--- src/rtl/ex_muldiv.sv ---
// Iterative MULT/MULTU/DIV/DIVU unit for the EX stage. Owns the HI/LO registers,
// runs one radix-2 step per cycle and holds busy while an operation is in flight.
module ex_muldiv #(
  parameter int WIDTH = 32
) (
  input  logic             clk,
  input  logic             reset,
  input  logic             start,
  input  logic [2:0]       op,
  input  logic [WIDTH-1:0] a,
  input  logic [WIDTH-1:0] b,
  input  logic             abort,
  output logic             busy,
  output logic             done,
  output logic [WIDTH-1:0] hi,
  output logic [WIDTH-1:0] lo
);

  localparam int CW = $clog2(WIDTH);
  localparam logic [CW-1:0] LAST = CW'(WIDTH - 1);

  typedef enum logic [1:0] {IDLE, CALC, FIX} state_t;

  state_t             r_state;
  state_t             w_next;
  logic [CW-1:0]      r_cnt;
  logic [2*WIDTH-1:0] r_acc;
  logic [WIDTH-1:0]   r_bmag;
  logic [WIDTH-1:0]   r_a_orig;
  logic               r_is_div;
  logic               r_neg_q;
  logic               r_neg_r;
  logic               r_div_zero;
  logic               r_done;

  logic               w_idle_go;
  logic               w_mdiv_start;
  logic               w_signed;
  logic [WIDTH-1:0]   w_a_mag;
  logic [WIDTH-1:0]   w_b_mag;
  logic [WIDTH:0]     w_mul_sum;
  logic [WIDTH:0]     w_rem_sh;
  logic [WIDTH-1:0]   w_rem_sub;
  logic               w_rem_ge;
  logic [2*WIDTH-1:0] w_step;
  logic [2*WIDTH-1:0] w_prod;
  logic [WIDTH-1:0]   w_quo;
  logic [WIDTH-1:0]   w_rem;

  // abort in IDLE suppresses any same-cycle start, including MTHI/MTLO
  assign w_idle_go    = start && !abort && (r_state == IDLE);
  assign w_mdiv_start = w_idle_go && !op[2];
  assign w_signed     = !op[0];
  assign w_a_mag      = (w_signed && a[WIDTH-1]) ? -a : a;
  assign w_b_mag      = (w_signed && b[WIDTH-1]) ? -b : b;

  // Shared accumulator: upper half is partial product / remainder,
  // lower half is multiplier / dividend shifting out as quotient shifts in.
  assign w_mul_sum = {1'b0, r_acc[2*WIDTH-1:WIDTH]} + (r_acc[0] ? {1'b0, r_bmag} : '0);
  assign w_rem_sh  = r_acc[2*WIDTH-1:WIDTH-1];
  assign w_rem_ge  = w_rem_sh >= {1'b0, r_bmag};
  assign w_rem_sub = w_rem_sh[WIDTH-1:0] - r_bmag;

  always_comb begin
    w_step = {w_mul_sum, r_acc[WIDTH-1:1]};
    if (r_is_div)
      w_step = {(w_rem_ge ? w_rem_sub : w_rem_sh[WIDTH-1:0]), r_acc[WIDTH-2:0], w_rem_ge};
  end

  assign w_prod = r_neg_q ? -r_acc : r_acc;
  assign w_quo  = r_neg_q ? -r_acc[WIDTH-1:0] : r_acc[WIDTH-1:0];
  assign w_rem  = r_neg_r ? -r_acc[2*WIDTH-1:WIDTH] : r_acc[2*WIDTH-1:WIDTH];

  always_comb begin
    w_next = r_state;
    case (r_state)
      IDLE:    if (w_mdiv_start) w_next = CALC;
      CALC:    if (abort) w_next = IDLE;
               else if (r_cnt == LAST) w_next = FIX;
      FIX:     w_next = IDLE;
      default: w_next = IDLE;
    endcase
  end

  // NOTE: sequential state uses non-blocking assignments so every register
  // samples pre-edge values; blocking here would create order-dependent races.
  always_ff @(posedge clk or negedge reset) begin
    if (!reset) r_state <= IDLE;
    else        r_state <= w_next;
  end

  always_ff @(posedge clk or negedge reset) begin
    if (!reset) begin
      r_cnt      <= '0;
      r_acc      <= '0;
      r_bmag     <= '0;
      r_a_orig   <= '0;
      r_is_div   <= 1'b0;
      r_neg_q    <= 1'b0;
      r_neg_r    <= 1'b0;
      r_div_zero <= 1'b0;
      r_done     <= 1'b0;
      hi         <= '0;
      lo         <= '0;
    end else begin
      r_done <= (r_state == FIX) && !abort;
      case (r_state)
        IDLE: begin
          if (w_mdiv_start) begin
            r_cnt      <= '0;
            r_acc      <= {{WIDTH{1'b0}}, w_a_mag};
            r_bmag     <= w_b_mag;
            r_a_orig   <= a;
            r_is_div   <= op[1];
            r_neg_q    <= w_signed && (a[WIDTH-1] ^ b[WIDTH-1]);
            r_neg_r    <= w_signed && a[WIDTH-1];
            r_div_zero <= op[1] && (b == '0);
          end
          if (w_idle_go && op == 3'b100) hi <= a;
          if (w_idle_go && op == 3'b101) lo <= a;
        end
        CALC: begin
          r_acc <= w_step;
          r_cnt <= r_cnt + 1'b1;
        end
        FIX: begin
          if (!abort) begin
            if (!r_is_div) begin
              hi <= w_prod[2*WIDTH-1:WIDTH];
              lo <= w_prod[WIDTH-1:0];
            end else if (r_div_zero) begin
              hi <= r_a_orig;
              lo <= '1;
            end else begin
              hi <= w_rem;
              lo <= w_quo;
            end
          end
        end
        default: ;
      endcase
    end
  end

  assign busy = (r_state != IDLE);
  assign done = r_done;

endmodule

--- config.mk ---
export PLATFORM = sky130hd
export DESIGN_NAME = ex_muldiv
export DESIGN_NICKNAME = d
export VERILOG_FILES = /design/src/rtl/ex_muldiv.sv
export SDC_FILE = /design/constraint.sdc
export NUM_CORES = 1
export LEC_CHECK = 0
export ABC_AREA = 1
export BUFFER_PORTS_ARGS = -buffer_cell sky130_fd_sc_hd__buf_2
export CAP_MARGIN = 30
export CORE_UTILIZATION = 55
export CTS_BUF_LIST = sky130_fd_sc_hd__clkbuf_4
export DETAILED_ROUTE_END_ITERATION = 8
export PLACE_DENSITY = 0.74
export REMOVE_ABC_BUFFERS = 1
export SLEW_MARGIN = 20
export SYNTH_ARGS = -nofsm -noshare
export SYNTH_HDL_FRONTEND = slang
export SYNTH_SLANG_ARGS = --single-unit
--- constraint.sdc ---
create_clock -name clk -period 7.39 [get_ports clk]
set_input_delay 1.8475 -clock clk [delete_from_list [all_inputs] [get_ports clk]]
set_output_delay 1.8475 -clock clk [all_outputs]
set_load 0.005 [all_outputs]
==> flow_metrics.py, run 1 <==
metrics = {
    "global_routing": {
        "grtUsageTotal_pct": 44.63,
        "grt_antenna_before_repair": 2,
        "overflow": 0,
        "grt_pass1_vias": 22490,
        "grt_pass1_wl_mm": 123.3,
        "grt_max_degree": 119,
    },
    "worst_setup_path": {
        "crit_path_end_kind": "flip-flop",
        "path_buf_inv": 2,
        "critPathKind": "flip-flop to flip-flop",
        "arrival_ns": 4.41,
        "r2r_setup_slack_ns": 3.72,
        "rr_startpoint": "r_is_div",
        "slowest_stage": "dfrtp_2",
        "worstPathMaxFanout": 41,
        "path_cells": "buf_4, nand2_1, inv_1, a21oi_1, o21ai_0, nand2_1, a21oi_1",
        "startpoint_type": "flip-flop",
        "required_ns": 8.14,
        "crit_path_start": "r_is_div",
        "critPathMaxStageDelay_ns": 0.76,
        "crit_family": "buffers and inverters",
    },
    "floorplan": {
        "ios": 137,
        "fp.dieW_um": 189.5,
        "die_y_um": 189.5,
        "dieArea_um2": 35920,
        "std_cell_rows": 68,
        "start_util_pct": 55.99,
        "coreArea_um2": 34540,
    },
    "logic_synthesis": {
        "ys_seq_elements": 204,
        "synth_edf_count": 0,
        "synth_warnings": 0,
        "syn-cell-area_um2": 19340,
        "synth-seq-area-share_pct": 26.39,
        "syn_inst": 3288,
        "synth_ff_type": "dfrtp_1",
        "syn_avg_cell_area_um2": 5.883,
        "synth_cell_types": 50,
        "async_flop_share_pct": 100.0,
    },
    "timing": {
        "fin_crit_ns": 3.667,
        "fmax_mhz": 272.7,
        "slew_headroom_pct": 36.83,
        "fin_crit_sh_pct": 49.62,
        "worst_pin_slew_ns": 0.9376,
        "finalHoldViolCount": 0,
        "setup_tns_ns": 0,
        "postLayoutSetupSlackWorst_ns": 3.723,
        "setup_viol": 0,
        "drv_slew": 0,
        "finClkSkew_ns": 0.04707,
        "rsz0062_at_grt": "false",
    },
    "cts": {
        "path_clk_slew_ns": 0.08,
        "clk_latency_ns": 0.83,
        "htree_levels": 2,
        "clk_path_buf_depth": 3,
        "cts_setup_buffers": 0,
        "postCtsHoldBufs": 0,
        "cts_resized": 0,
        "root_buffer": "clkbuf_4",
        "cts_buffers": 57,
        "cts_tree": "done",
        "clock-sinks": 204,
    },
    "drt": {
        "vias": 23490,
        "vias_per_cell": 6.048,
        "routedWlPerCell_um": 20.78,
        "drt-pass1-iter-count": 9,
        "drt-initial-drc-count": 2624,
        "ant_nets": 0,
        "wl_mm": 80.70,
        "drc": 0,
    },
    "finish": {
        "ff_latch_area_um2": 5107,
        "drive_above_1_share_pct": 8.698,
        "num-fill-cells": 3379,
        "stdcell_area_um2": 21000,
        "final_cells": 3883,
        "multi_input_area_um2": 12170,
        "area_delta_synth_final_pct": 8.565,
        "finalNetCount": 3533,
    },
    "place": {
        "gp_congestion": 0.9982,
        "hpwl_mm": 60.49,
        "port_buffers": 136,
        "place_ws_ns": 3.154,
        "postPlaceCellArea_um2": 20290,
        "placedCellCount": 3784,
    },
    "worst_hold_path": {
        "min_path_type": "flip-flop to flip-flop",
        "min_from": "lo[1]",
    },
    "flow_run": {
        "cap_violations": 0,
    },
    "pwr": {
        "p_per_area_nw_per_um2": 362.2,
        "ir_drop_mv": 0.2590,
        "p_leak_nw": 11.02,
    },
    "status": {
        "outcome": "finished clean",
    },
}
==> cell usage after synthesis (all sizes together) (2+ instances only) <==
cell	instances	area, um2
a21boi	3	22.52
a21o	3	22.52
a21oi	235	1187
a22o	2	17.52
a22oi	8	60.06
a31oi	13	81.33
and2	4	25.03
buf	37	215.2
clkbuf	81	305.3
clkinv	4	15.01
dfrtp	204	5105
fa	2	40.04
ha	70	875.8
inv	410	1539
nand2	962	3660
nand3	274	1381
nand3b	15	112.6
nand4	38	237.7
nor2	498	1939
nor3	34	196.4
nor4	4	25.02
o211ai	16	120.1
o21a	2	15.01
o21ai	280	1409
o21bai	11	82.58
o22ai	3	18.77
o31ai	5	37.54
or2	7	43.80
xnor2	4	35.03
xor2	57	499.2
==> worst min-delay path: stages, from the launching register on <==
cell     delay, ns
dfrtp_1       0.34
nand2_1       0.05
o21ai_0       0.06
==> final timing paths <==
kind                               end  depth (start not counted)
min in group asynchronous  r_a_orig[6]                          1
hold reg to reg                  lo[1]                          2
hold / removal                   lo[1]                          2
max in group asynchronous    r_acc[53]                          2
setup reg to reg                lo[28]                          7
setup / recovery                lo[28]                          7
==> cell families after synthesis <==
| family | synth area share [%] |
|---|---|
| xor gates and xnor gates | 2.762 |
| AOI/OAI and AO/OA | 15.98 |
| buffers and inverters | 10.73 |
| adders and majority gates | 4.735 |
| DFF | 26.39 |
| and+or+nand+nor | 39.40 |
==> report_power, final <==
part	total (mW)	switching [mW]	internal [mW]	leakage, nW
clock network	1.03	0.557	0.470	0.389
logic	4.65	3.21	1.44	8.20
registers	1.93	0.518	1.41	2.43
==> flip-flops by register name, summed over array words and instances (netlist names) <==
signal / count
r_acc: 64
hi: 32
lo: 32
r_a_orig: 32
r_bmag: 32
r_cnt: 5
r_state: 2
done: 1
r_div_zero: 1
r_is_div: 1
r_neg_q: 1
r_neg_r: 1
==> layout make-up <==
| cell class | count | area share (%) |
|---|---|---|
| Multi-Input combinational cell | 2552 | 57.97 |
| Sequential cell | 204 | 24.32 |
| Inverter | 414 | 7.406 |
| Timing Repair Buffer | 161 | 4.463 |
| Tap cell | 455 | 2.711 |
| Clock buffer | 75 | 2.681 |
| Clock inverter | 20 | 0.4230 |
| Antenna cell | 2 | 0.02383 |
==> layer usage <==
layer / wire length [um] / vias to the layer above / share of wire, % / global-route usage (%)
met5: 0 / - / 0 / 0
met4: 7086 / 0 / 8.8 / 33.81
met3: 8359 / 462 / 10 / 8.098
met2: 37120 / 1594 / 46 / 74.49
met1: 28140 / 10620 / 35 / 50.90
li1: - / 10810 / - / -
==> placed cells by master (no fill, tap or decap), drive strengths merged <==
master  count
dfrtp     204
xor2       57
nand3     274
nand3b     15
o22ai       3
a21o        3
o21bai     11
a21boi      3
nor4        4
o31ai       5
a22o        2
fa          2
a31oi      13
o32ai       1
xnor2       4
nor3       34
or2         7
diode       2
o21a        2
o21ai     280
clkbuf     76
buf       160
o211ai     16
ha         70
a221oi      1
a21oi     235
nand2     962
clkinv     24
a22oi       8
and2        4
nor2      498
nand4      38
inv       410
==> metrics by stage <==
step	hold slack [ns]	utilization, %	power (mW)
6_report	0.4826	60.79	7.605
5_1_grt	0.5153	60.79	8.134
4_1_cts	0.4894	60.62	7.415
3_5_place_dp	0.4727	58.73	6.380
3_3_place_gp	0.4591	58.69	6.302
2_1_floorplan	0.4478	-	4.828
(Power assumes the default switching activity.)
==> inputs of run 2 (changes only) <==
--- a/config.mk
+++ b/config.mk
@@ -5,13 +5,13 @@
 export SDC_FILE = /design/constraint.sdc
 export NUM_CORES = 1
 export LEC_CHECK = 0
-export ABC_AREA = 1
+export ABC_AREA = 0
 export BUFFER_PORTS_ARGS = -buffer_cell sky130_fd_sc_hd__buf_2
 export CAP_MARGIN = 30
 export CORE_UTILIZATION = 55
 export CTS_BUF_LIST = sky130_fd_sc_hd__clkbuf_4
 export DETAILED_ROUTE_END_ITERATION = 8
-export PLACE_DENSITY = 0.74
+export PLACE_DENSITY = 0.77
 export REMOVE_ABC_BUFFERS = 1
 export SLEW_MARGIN = 20
 export SYNTH_ARGS = -nofsm -noshare
==> constraint.sdc (replaced) <==
create_clock -name clk -period 3.2 [get_ports clk]
set_input_delay 0.8 -clock clk [delete_from_list [all_inputs] [get_ports clk]]
set_output_delay 0.8 -clock clk [all_outputs]
set_load 0.005 [all_outputs]
==> run 2 against run 1 <==
  * The flow now finishes with violations (negative setup slack)
  * Clock power up 140%
  * Critical path depth up 3
  * Sequential power up 110%
  * Cell area up 0.41%
  * Register-to-register slack worse by 4.0 ns
  * Fmax up 6.7%
  * Highest routed layer unchanged
  * Total power up 140%
==> flow_metrics.py, run 2 <==
metrics = {
    "status": {
        "outcome": "finished with violations",
        "violations": "negative setup slack",
    },
    "drt": {
        "drt-pass1-iter-count": 8,
        "drt-initial-drc-count": 1771,
        "wl_mm": 55.44,
        "vias": 17590,
        "ant_nets": 0,
        "routedWlPerCell_um": 19.64,
        "vias_per_cell": 6.231,
        "drc": 0,
    },
    "timing": {
        "finClkSkew_ns": 0.07542,
        "fin_crit_ns": 3.436,
        "finalHoldViolCount": 0,
        "postLayoutSetupSlackWorst_ns": -0.2361,
        "drv_slew": 0,
        "setup_tns_ns": -3.373,
        "worst_pin_slew_ns": 0.9046,
        "slew_headroom_pct": 39.69,
        "setup_viol": 33,
        "holdWs_ns": 0.07050,
        "rsz0062_at_grt": "true",
        "fin_crit_sh_pct": 107.4,
        "fmax_mhz": 291.0,
    },
    "finish": {
        "area_delta_synth_final_pct": 30.98,
        "multi_input_area_um2": 11350,
        "num-fill-cells": 2243,
        "stdcell_area_um2": 21080,
        "ff_latch_area_um2": 5109,
        "fin_util_pct": 73.26,
        "regMostFlops": "r_acc",
        "largest_reg_flops": 64,
        "layout_common_cells": "nand2_1, buf_4, dfrtp_1, o21ai_0, buf_2",
        "finalNetCount": 2537,
        "drive_above_1_share_pct": 30.27,
        "final_common_cell": "nand2_1",
        "final_cells": 2823,
    },
    "place": {
        "gp_congestion": 0.9888,
        "postPlaceCellArea_um2": 18630,
        "hpwl_mm": 38.28,
        "place_ws_ns": -0.3839,
        "port_buffers": 136,
        "placedCellCount": 2666,
    },
    "pwr": {
        "seq_power_share_pct": 21.9,
        "switching_share_pct": 44.75,
        "p_total_mw": 18.14,
        "intPower_mw": 10.02,
        "p_comb_share_pct": 64.6,
        "p_leak_nw": 9.444,
        "ir_drop_mv": 0.4592,
        "p_per_area_nw_per_um2": 860.2,
        "switching_power_mw": 8.116,
        "power_frac_clock_pct": 13.5,
    },
    "worst_setup_path": {
        "required_ns": 3.84,
        "crit_path_start": "r_acc[6]",
        "crit_path_end_kind": "flip-flop",
        "critPathMostFrequentCell": "or4_4",
        "worstPathMaxFanout": 5,
        "slowest_stage": "or4_4",
        "critPathKind": "flip-flop to flip-flop",
        "critPathMaxStageDelay_ns": 0.55,
        "rr_startpoint": "r_acc[6]",
        "path_cells": "or4_4, or3_4, or4_4, or4_4, or2_4, nor3_4, nand2_2, nor3_2, a2111oi_1, a221o_1",
        "startpoint_type": "flip-flop",
        "arrival_ns": 4.08,
    },
    "cts": {
        "postCtsHoldBufs": 0,
        "cts_tree": "done",
        "clock-sinks": 204,
        "root_buffer": "clkbuf_4",
        "htree_levels": 2,
        "clk_latency_ns": 0.75,
        "path_clk_slew_ns": 0.08,
        "clk_path_buf_depth": 3,
        "cts_buffers": 58,
    },
    "floorplan": {
        "coreArea_um2": 28780,
        "start_util_pct": 55.93,
        "std_cell_rows": 62,
        "die_y_um": 173.1,
        "dieArea_um2": 29960,
        "ios": 137,
        "fp.dieW_um": 173.1,
    },
    "logic_synthesis": {
        "syn-cell-area_um2": 16100,
        "synth_commonest_cells": "nand2_1, o21ai_0, dfrtp_1",
        "async_flop_share_pct": 100.0,
        "syn_inst": 2054,
        "ys_seq_elements": 204,
        "synth_top_cell_by_area": "dfrtp_1",
        "synth_top_area_share_pct": 31.71,
        "synth_cell_types": 80,
        "synthMostInstantiatedCell": "nand2_1",
        "synth_ff_type": "dfrtp_1",
        "synth.area.top_cells": "dfrtp_1, o21ai_0, nand2_1, xnor2_1, ha_1",
        "synth-seq-area-share_pct": 31.71,
        "synth_warnings": 0,
        "synth_edf_count": 0,
        "syn_avg_cell_area_um2": 7.837,
    },
    "global_routing": {
        "grt_pass1_wl_mm": 86.62,
        "overflow": 0,
        "grt_max_degree": 98,
        "grt_pass1_vias": 17100,
        "grtUsageTotal_pct": 35.61,
        "grt_antenna_before_repair": 1,
    },
    "flow_run": {
        "cap_violations": 0,
    },
    "worst_hold_path": {
        "min_path_type": "primary input to async pin",
    },
}
-- run 2: cell count changes after synthesis, sizes merged, moves of 40 or more --
cell,change
clkbuf,+46
nand2,-666
mux2i,+47
o22ai,+40
nor2,-350
nand3,-237
inv,-342
a21oi,-88
xnor2,+110
-- run 2: what timing repair did --
action / in CTS / in global routing
resized for setup: 106 / 227
endpoints found under the setup margin: 64 / 67
buffers inserted: 19 / 31
cloned: 4 / 2
pin swaps: 58 / 122
-- run 2: final timing paths --
kind | slack, ns | cells after the start | end
worst max register to register | -0.24 | 10 | hi[26]
worst min-delay path | 0.07 | 1 | r_acc[6]
max in group asynchronous | 2.34 | 2 | r_bmag[21]
worst min register to register | 0.48 | 2 | lo[18]
min in group clk | 0.27 | 2 | r_state[1]
worst max-delay path | -0.24 | 10 | hi[26]
-- run 2: final cells by class --
cell class	count	share of cell area (%)
repair buffers	424	14.93
multi-input cells	1637	53.84
inverters	69	1.240
diodes	1	0.01187
well taps	384	2.279
flip-flops and latches	204	24.23
clock inverters	17	0.3679
clock buffers	87	3.098
-- run 2: logic make-up (layout without fill, tap and decap cells) --
logic type	after synthesis	after routing	share of synthesized area, %
compound gates	676	676	25.88
xor+xnor	177	177	9.631
fa+ha+maj	72	72	5.690
buf+inv	214	597	5.153
flops	204	204	31.71
mux	49	49	3.063
other cells	0	1	0
simple gates	662	663	18.87
-- run 2: critical path, delay by kind of cell (launching register included) --
kind            cells  cell delay, ns
simple gates        8            2.54
flops               1            0.39
compound gates      2            0.39
-- run 2: power groups by stage --
stage | combinational [mW] | sequential [mW] | clock [mW]
after global routing | 12.6 | 4.03 | 2.62
final | 11.7 | 3.96 | 2.46
after CTS | 9.87 | 3.90 | 2.50
after global placement | 8.93 | 3.90 | 0
after floorplan | 5.42 | 4.08 | 0
after detailed placement | 9.15 | 3.92 | 0
-- run 2: metal layers --
layer / part of all wire [%] / vias to the layer above / track usage, %
met5: 0 / - / 0
met4: 4.7 / 0 / 17.85
met3: 8.1 / 201 / 6.179
met2: 48 / 936 / 59.32
met1: 40 / 8367 / 44.53
li1: - / 8086 / -
